--- src/rtl/noc_pkg.sv ---
// Shared NoC definitions: port numbering, flit-type encoding and the position
// of the type field inside a flit.
package noc_pkg;

    localparam int NUM_PORTS = 5;
    localparam int FLIT_W    = 16;

    // Type field occupies the two MSBs of every flit
    localparam int FTYPE_MSB = 15;
    localparam int FTYPE_LSB = 14;

    typedef enum logic [2:0] {
        LOCAL = 3'd0,
        NORTH = 3'd1,
        SOUTH = 3'd2,
        EAST  = 3'd3,
        WEST  = 3'd4
    } port_e;

    typedef enum logic [1:0] {
        BODY   = 2'b00,
        HEAD   = 2'b01,
        TAIL   = 2'b10,
        SINGLE = 2'b11
    } flit_type_e;

    typedef enum logic {
        ST_IDLE   = 1'b0,
        ST_LOCKED = 1'b1
    } arb_state_e;

    // Extract the type field of a flit
    function automatic flit_type_e get_flit_type(input logic [FLIT_W-1:0] flit);
        return flit_type_e'(flit[FTYPE_MSB:FTYPE_LSB]);
    endfunction

endpackage

--- src/rtl/noc_output_arbiter_if.sv ---
// Output-port bundle: per-input requests/flits in, grants and the registered
// downstream write port plus credit status out.
interface noc_output_arbiter_if #(
    parameter int NUM_IN = 5,
    parameter int FLIT_W = 16
);
    logic [NUM_IN-1:0]             req_i;
    logic [NUM_IN-1:0][FLIT_W-1:0] data_i;
    logic                          credit_i;
    logic [NUM_IN-1:0]             grant_o;
    logic [FLIT_W-1:0]             data_o;
    logic                          valid_o;
    logic [2:0]                    credits_o;
    logic                          overflow_o;

    // Side that owns the input buffers and the downstream port
    modport master (
        output req_i, data_i, credit_i,
        input  grant_o, data_o, valid_o, credits_o, overflow_o
    );

    // The arbiter itself
    modport slave (
        input  req_i, data_i, credit_i,
        output grant_o, data_o, valid_o, credits_o, overflow_o
    );
endinterface

--- src/rtl/noc_rr_arbiter.sv ---
// Combinational round-robin search: first requester at or above ptr, wrapping.
module noc_rr_arbiter #(
    parameter int NUM_IN = 5,
    parameter int IDX_W  = $clog2(NUM_IN)
) (
    input  logic [NUM_IN-1:0] req,
    input  logic [IDX_W-1:0]  ptr,
    output logic [NUM_IN-1:0] grant,
    output logic [IDX_W-1:0]  winner
);

    // Walk the ports starting at ptr and keep only the first hit
    always_comb begin
        int  idx;
        logic found;
        grant  = '0;
        winner = '0;
        found  = 1'b0;
        idx    = 0;
        for (int i = 0; i < NUM_IN; i++) begin
            idx = int'(ptr) + i;
            if (idx >= NUM_IN) begin
                idx = idx - NUM_IN;
            end
            if (!found && req[idx]) begin
                found      = 1'b1;
                grant[idx] = 1'b1;
                winner     = IDX_W'(idx);
            end
        end
    end

endmodule

--- src/rtl/noc_output_arbiter.sv ---
// Wormhole output arbiter: round-robin between inputs, holds the output for a
// whole packet once a HEAD wins, and gates sends on downstream credits.
module noc_output_arbiter
    import noc_pkg::*;
#(
    parameter int NUM_IN = 5,
    parameter int FLIT_W = 16,
    parameter int DEPTH  = 5
) (
    input logic                clk,
    input logic                rst,
    noc_output_arbiter_if.slave bus
);

    localparam int                IDX_W    = $clog2(NUM_IN);
    localparam int                CNT_W    = 3;
    localparam logic [CNT_W-1:0]  DEPTH_C  = CNT_W'(DEPTH);
    localparam logic [IDX_W-1:0]  LAST_IDX = IDX_W'(NUM_IN - 1);

    arb_state_e        state_reg;
    logic [IDX_W-1:0]  owner_reg;
    logic [IDX_W-1:0]  rr_ptr_reg;
    logic [CNT_W-1:0]  credits_reg;
    logic [FLIT_W-1:0] data_o_reg;
    logic              valid_reg;
    logic              overflow_reg;

    logic [NUM_IN-1:0] rr_grant;
    logic [IDX_W-1:0]  rr_winner;
    logic [NUM_IN-1:0] grant;
    logic [IDX_W-1:0]  winner;
    logic              send;
    logic [FLIT_W-1:0] win_flit;
    flit_type_e        win_type;
    logic              pkt_done;
    logic [IDX_W-1:0]  rr_ptr_next;

    noc_rr_arbiter #(
        .NUM_IN (NUM_IN),
        .IDX_W  (IDX_W)
    ) u_rr (
        .req    (bus.req_i),
        .ptr    (rr_ptr_reg),
        .grant  (rr_grant),
        .winner (rr_winner)
    );

    // Grant selection: round-robin when idle, owner only when locked
    always_comb begin
        grant  = '0;
        winner = rr_winner;
        if (!rst && credits_reg != '0) begin
            if (state_reg == ST_IDLE) begin
                grant = rr_grant;
            end else begin
                winner           = owner_reg;
                grant[owner_reg] = bus.req_i[owner_reg];
            end
        end
    end

    assign send        = |grant;
    assign win_flit    = bus.data_i[winner];
    assign win_type    = flit_type_e'(win_flit[FTYPE_MSB:FTYPE_LSB]);
    // A packet ends on TAIL/SINGLE, or on a stray BODY that won while idle
    assign pkt_done    = (win_type == TAIL) || (win_type == SINGLE) ||
                         ((state_reg == ST_IDLE) && (win_type == BODY));
    assign rr_ptr_next = (winner == LAST_IDX) ? '0 : winner + 1'b1;

    // Lock FSM, round-robin pointer, credit counter and output register
    always_ff @(posedge clk) begin
        if (rst) begin
            state_reg    <= ST_IDLE;
            owner_reg    <= '0;
            rr_ptr_reg   <= '0;
            credits_reg  <= DEPTH_C;
            data_o_reg   <= '0;
            valid_reg    <= 1'b0;
            overflow_reg <= 1'b0;
        end else begin
            valid_reg <= send;
            if (send) begin
                data_o_reg <= win_flit;
                if (pkt_done) begin
                    rr_ptr_reg <= rr_ptr_next;
                end
                case (state_reg)
                    ST_IDLE: begin
                        if (win_type == HEAD) begin
                            state_reg <= ST_LOCKED;
                            owner_reg <= winner;
                        end
                    end
                    default: begin
                        if (win_type == TAIL || win_type == SINGLE) begin
                            state_reg <= ST_IDLE;
                        end
                    end
                endcase
            end
            case ({send, bus.credit_i})
                2'b10: credits_reg <= credits_reg - 1'b1;
                2'b01: begin
                    if (credits_reg == DEPTH_C) begin
                        overflow_reg <= 1'b1;
                    end else begin
                        credits_reg <= credits_reg + 1'b1;
                    end
                end
                default: ;
            endcase
        end
    end

    assign bus.grant_o    = grant;
    assign bus.data_o     = data_o_reg;
    assign bus.valid_o    = valid_reg;
    assign bus.credits_o  = credits_reg;
    assign bus.overflow_o = overflow_reg;

endmodule

--- src/flat_wrapper.sv ---
// flat-port wrapper written by rule: the top's interface ports become plain ports
module noc_output_arbiter_flat import noc_pkg::*;
#(
    parameter int NUM_IN = 5,
    parameter int FLIT_W = 16,
    parameter int DEPTH  = 5
)
  (clk, rst, bus_req_i, bus_data_i, bus_credit_i, bus_grant_o, bus_data_o, bus_valid_o, bus_credits_o, bus_overflow_o);
  noc_output_arbiter_if #(.NUM_IN(NUM_IN), .FLIT_W(FLIT_W)) bus_i ();
  input logic clk;
  input logic rst;
  input wire logic [$bits(bus_i.req_i)-1:0] bus_req_i;
  input wire logic [$bits(bus_i.data_i)-1:0] bus_data_i;
  input wire logic [$bits(bus_i.credit_i)-1:0] bus_credit_i;
  output wire logic [$bits(bus_i.grant_o)-1:0] bus_grant_o;
  output wire logic [$bits(bus_i.data_o)-1:0] bus_data_o;
  output wire logic [$bits(bus_i.valid_o)-1:0] bus_valid_o;
  output wire logic [$bits(bus_i.credits_o)-1:0] bus_credits_o;
  output wire logic [$bits(bus_i.overflow_o)-1:0] bus_overflow_o;
  assign bus_i.req_i = bus_req_i;
  assign bus_i.data_i = bus_data_i;
  assign bus_i.credit_i = bus_credit_i;
  assign bus_grant_o = bus_i.grant_o;
  assign bus_data_o = bus_i.data_o;
  assign bus_valid_o = bus_i.valid_o;
  assign bus_credits_o = bus_i.credits_o;
  assign bus_overflow_o = bus_i.overflow_o;
  noc_output_arbiter #(.NUM_IN(NUM_IN), .FLIT_W(FLIT_W), .DEPTH(DEPTH)) u_core (.clk(clk), .rst(rst), .bus(bus_i));
endmodule
--- config.mk ---
export PLATFORM = sky130hd
export DESIGN_NAME = noc_output_arbiter_flat
export DESIGN_NICKNAME = d
export VERILOG_FILES = /design/src/rtl/noc_pkg.sv /design/src/rtl/noc_output_arbiter_if.sv /design/src/rtl/noc_rr_arbiter.sv /design/src/rtl/noc_output_arbiter.sv /design/src/flat_wrapper.sv
export SDC_FILE = /design/constraint.sdc
export NUM_CORES = 1
export LEC_CHECK = 0
export ABC_CLOCK_PERIOD_IN_PS = 8300
export BUFFER_PORTS_ARGS = -buffer_cell sky130_fd_sc_hd__buf_4
export CAP_MARGIN = 20
export CORE_ASPECT_RATIO = 0.5
export CORE_MARGIN = 2
export CORE_UTILIZATION = 45
export DETAILED_ROUTE_END_ITERATION = 7
export PLACE_DENSITY = 0.7
export SLEW_MARGIN = 20
export SYNTH_ARGS = -nofsm -noshare
export SYNTH_HDL_FRONTEND = slang
export SYNTH_HIERARCHICAL = 1
export SYNTH_SLANG_ARGS = --single-unit
--- constraint.sdc ---
create_clock -name clk -period 8.3 [get_ports clk]
set_input_delay 1.66 -clock clk [delete_from_list [all_inputs] [get_ports clk]]
set_output_delay 1.66 -clock clk [all_outputs]
set_load 0.02 [all_outputs]
; ---- Word level (Yosys, flattened, before mapping)
; Cells that the tools add are included.
[op_classes]
addsub = 12
n_mul = 0
div_mod_pow = 0
order_cmp = 18
eq_ne = 8
shift = 0
n_mux = 60
bitwise_logic = 6
n_reduce_logical = 27
[ops]
columns = operator, n
row1 = 32-bit by 1-bit greater-or-equal comparator with 1-bit output (second input constant), 5
row2 = 32-bit by 5-bit less-than comparator with 1-bit output (second input constant), 5
row3 = 32-bit two-way mux, 5
row4 = 16-bit binary-select mux with 3-bit select, 1
row5 = 5-bit two-way mux, 7
row6 = 3-bit two-way mux, 9
row7 = 1-bit two-way mux, 24
row8 = 5-bit OR, 4
row9 = 4-bit by 3-bit subtractor with 5-bit output (second input constant), 4
row10 = 1-bit binary-select mux with 3-bit select, 6
row11 = 1-bit demux with 3-bit select, 6
row12 = 4-bit by 3-bit greater-or-equal comparator with 1-bit output (second input constant), 4
row13 = 16-bit two-way mux, 1
row14 = 1-bit logical AND, 12
row15 = 3-bit by 2-bit adder with 4-bit output (second input constant), 2
row16 = 3-bit by 4-bit less-than comparator with 1-bit output (second input constant), 2
row17 = 3-bit by 1-bit adder with 3-bit output (second input constant), 2
row18 = 2-bit equality test (second input constant), 3
row19 = 3-bit equality test (second input constant), 2
row20 = 3-bit one-hot mux with 2 select lines, 1
row21 = 2-bit AND reduction, 3
row22 = 5-bit AND, 1
row23 = 1-bit zero test, 5
row24 = 5-bit OR reduction, 1
row25 = other kinds (14), 16
[totals]
ff_bits = 28
latchBits = 0
mem_bits_rw = 0
mem_bits_ro = 0
in_bits = 88
output_inout_bits = 26
n_memories = 0

; ---- Longest topological paths before layout
[depth]
ltp_word = 26
depth_mapped = 24

; ---- Modules after synthesis
; The synthesis kept the hierarchy.
[by_module_without_submodules]
columns = module, instances, cells_per_inst, area_each_um2, seq_area_each_um2
row1 = noc_output_arbiter, 1, 258, 2064.5, 560.5
row2 = noc_rr_arbiter, 1, 233, 1626.6, 0.0

; ---- Worst setup path before layout
; OpenSTA, ideal clock, no wires.
[synth_timing]
path_type = register to output
start = reg u_core.rr_ptr_reg[0]
end = out bus_grant_o[2]
arrival_ps = 4196
path_slack_ps = 2444
path_stages_with_launch = 18
path_buffers = 4
cell_sequence = dfxtp_1 > buf_2 > buf_2 > inv_1 > clkbuf_1 > ha_1 > inv_1 > ha_1 > a21oi_2 > xnor2_1 > mux2_2 > o21a_1 > or3_1 > buf_6 > or4b_4 > o221ai_2 > nand2_1 > a21oi_1
[synth_between]
elab_chain_len = 20
[synth_rtl]
columns = item, line
row1 = start: declaration, noc_output_arbiter.sv:22  ; logic [IDX_W-1:0] rr_ptr_reg;
row2 = start signal: assignment, noc_output_arbiter.sv:85  ; rr_ptr_reg <= rr_ptr_next;
row3 = "parallel branches: the longest is 17 deep, another holds 32-bit by 1-bit greater-or-equal comparator with 1-bit output", -
row4 = 5-bit two-way mux (*), noc_rr_arbiter.sv:25  ; if (!found && req[idx]) begin
row5 = via u_core.rr_grant[2], noc_output_arbiter.sv:28  ; logic [NUM_IN-1:0] rr_grant;
row6 = 5-bit two-way mux (*), noc_output_arbiter.sv:53  ; if (state_reg == ST_IDLE) begin
row7 = 5-bit two-way mux (*), noc_output_arbiter.sv:52  ; if (!rst && credits_reg != '0) begin
row8 = end: declaration, flat_wrapper.sv:15  ; output wire logic [$bits(bus_i.grant_o)-1:0] bus_grant_o;
; Mark *: on every way through the listed nets, which the timed path passes. The select of a mux whose other input is x is not followed.

; ---- Worst setup path after layout
[layout_timing]
start = reg u_core.rr_ptr_reg[1]
end = out bus_grant_o[2]
; The elaborated chain is that of the path after synthesis.

==> reports/qor.yml <==
placed_design:
  port_buffers: 113
  place_inst: 686
  gp_congestion: 1.01
  place_hpwl_um: 8540
grt:
  grt_pass1_vias: 3750
  overflow: 0
  antenna_found_initial: 0
  grt_use_total_pct: 24.8
  grt_max_degree: 39
  grt_pass1_wl_um: 18200
clock_network:
  clock_path_buffers: 2
  hold_buffers: 0
  ctsResizeCount: 0
  clk_pin_slew_ns: 0.07
  cts-root-buf: "clkbuf_16"
  post_cts_buffers: 0
  htree_num_levels: 1
  cts_tree: "built"
  cts_made_buffers: 3
  clock_sinks: 28
  clk_latency_ns: 0.26
drt:
  wl_um: 11300
  drt_iter0_markers: 382
  num_vias: 4055
  drcViolationCount: 0
  vias_per_cell: 5.88
  ant_nets: 0
  wire_per_inst_um: 16.3
  drtPass1Iterations: 6
logic_synthesis:
  yosys_warnings: 6
  synth_cell_types: 85
  syn_inst: 491
  synth_edf_count: 0
  ys.flop_type: "dfxtp_1"
  yosys_register_bits: 28
  async_reset_ff_share_pct: 0
  syn-cell-area_um2: 3690
  seq_area_frac_synth_pct: 15.2
  syn_area_per_cell_um2: 7.52
  synth_nets: 595
layout:
  final_common_cell: "buf_4"
  layout-drive-gt1-share_pct: 26.6
  fin_nets: 683
  fin_cells: 690
  final_cell_mix: "117 x buf_4, 63 x nand2_1, 53 x a21oi_1, 37 x mux2i_1, 34 x nor2_1"
  largest_reg_flops: 16
  antenna_cells: 0
  syn2layout_area_growth_pct: 25.6
die:
  die_w_um: 132
  rows: 23
  die_h_um: 68.0
  initial_core_util_pct: 46.3
  pin_count: 114
  die_area_um2: 8990
  core_region_area_um2: 7970
worst_setup_path:
  slowest_stage: "dfxtp_1"
  cpLargestDelayFamily: "compound AO/OA/AOI/OAI gates"
  path_max_fanout: 14
  path_common_cell: "ha_1"
  path_buf_inv: 2
  endpoint_kind: "output port"
  cp_slowest_stage_delay_ns: 0.64
  crit_chain: "inv_1 > ha_1 > ha_1 > a211oi_1 > o22a_1 > o211ai_1 > a31oi_1 > o311ai_1 > or4b_4 > o221ai_2 > nand2_1 > a21oi_1 > buf_4"
  critPathLaunchType: "flip-flop"
  arrival_ns: 4.76
  cp.required_ns: 6.64
  criticalPathCategory: "flip-flop to output port"
status:
  status: "completed"
timing:
  hold_ws_ns: 0.488
  finalSetupTns_ns: 0
  clock.fmax_mhz: 156
  setup_viol_count_final: 0
  maxSlewViolCount: 0
  skew_ns: 0.00313
  tightest_slew_ns: 0.835
  min_period_over_period_pct: 77.3
  final_hold_viol_count: 0
  slew_headroom_pct: 43.4
  min_period_ns: 6.42
  rsz0062_at_grt: "false"
pwr:
  p_leak_uw: 0.00194
  vdd_drop_max_mv: 0.193
  powerDensity_nw_per_um2: 437
  p_total_uw: 2030
min_path:
  hold_class: "flip-flop to flip-flop"
flow_run:
  drv_cap: 0
## per-layer routing
layer	vias to the layer above	share of wire [%]	global-route usage, %
li1	2029	-	-
met1	1836	44	30.2
met2	174	48	46.0
met3	16	7.2	5.11
met4	0	1.5	6.52
met5	-	0	0
## cell usage after synthesis (all sizes together) (5+ instances only)
library cell / instances / share of area (%)
nor2b: 9 / 1.5
a211oi: 17 / 3.6
nor3: 15 / 2.5
nor2: 36 / 4.2
o211ai: 8 / 1.9
clkbuf: 14 / 1.4
mux2i: 37 / 10
inv: 16 / 1.7
nand3b: 5 / 1.0
nand3: 9 / 1.2
nand2: 63 / 6.4
o2bb2ai: 14 / 3.3
or3: 9 / 1.7
ha: 14 / 4.7
a31oi: 6 / 1.0
nand2b: 9 / 1.5
o21ai: 16 / 2.3
buf: 20 / 3.5
dfxtp: 28 / 15
a21oi: 55 / 7.7
mux2: 8 / 2.6
## worst reg2reg max path, cell delays in order (launching register included)
cell,delay [ns]
dfxtp_1,0.64
inv_1,0.30
ha_1,0.33
ha_1,0.43
a211oi_1,0.48
o211ai_1,0.20
a2111oi_0,0.54
a31oi_1,0.20
o311ai_1,0.27
nor4_1,0.15
a311o_1,0.43
o41ai_1,0.43
a41oi_2,0.17
buf_4,0.28
nand2b_1,0.25
fa_1,0.40
mux2i_1,0.20
xnor2_1,0.14
nand2_1,0.06
## power breakdown
| part | switching (uW) | internal (uW) |
|---|---|---|
| Clock | 44.5 | 96.0 |
| Combinational | 1030 | 641 |
| Sequential | 38.6 | 181 |
## layout make-up
cell class	count	area, um2
clock buffer	3	75.1
clock inverter	1	30.0
fill	751	3340
inverter	16	62.6
multi-input combinational	413	2890
sequential	28	561
tap	112	140
timing repair buffer	117	878
## path summary, 6_finish.rpt
kind	startpoint	endpoint	slack, ns	cells after the start
worst max-delay path	u_core/rr_ptr_reg[1]	bus_grant_o[2]	1.88	13
worst min-delay path	u_core/bus.overflow_o	u_core/bus.overflow_o	0.49	2
worst max register to register	u_core/rr_ptr_reg[1]	u_core/bus.credits_o[2]	2.30	18
worst min register to register	u_core/bus.overflow_o	u_core/bus.overflow_o	0.49	2
## cells by family (layout without fill, tap and decap cells)
kind of cell,count (synthesis),in the layout,synth area share (%)
AND/OR/NAND/NOR,177,177,24.6
multiplexers,45,45,12.7
AO/OA/AOI/OAI,170,170,33.9
adder cells (fa/ha/maj),16,16,5.83
flip-flops,28,28,15.2
XOR/XNOR,5,5,1.19
buffers and inverters,50,137,6.58
## metrics by stage
stage | utilization, % | cell area, um2 | setup WS (ns)
detailed placement | 56.8 | 4530 | 2.19
finish | 58.1 | 4630 | 1.88
CTS | 58.1 | 4630 | 1.91
global placement | 56.8 | 4530 | 2.29
global route | 58.1 | 4630 | 1.60
floorplan | - | 3690 | 2.44
(Power assumes the default switching activity.)
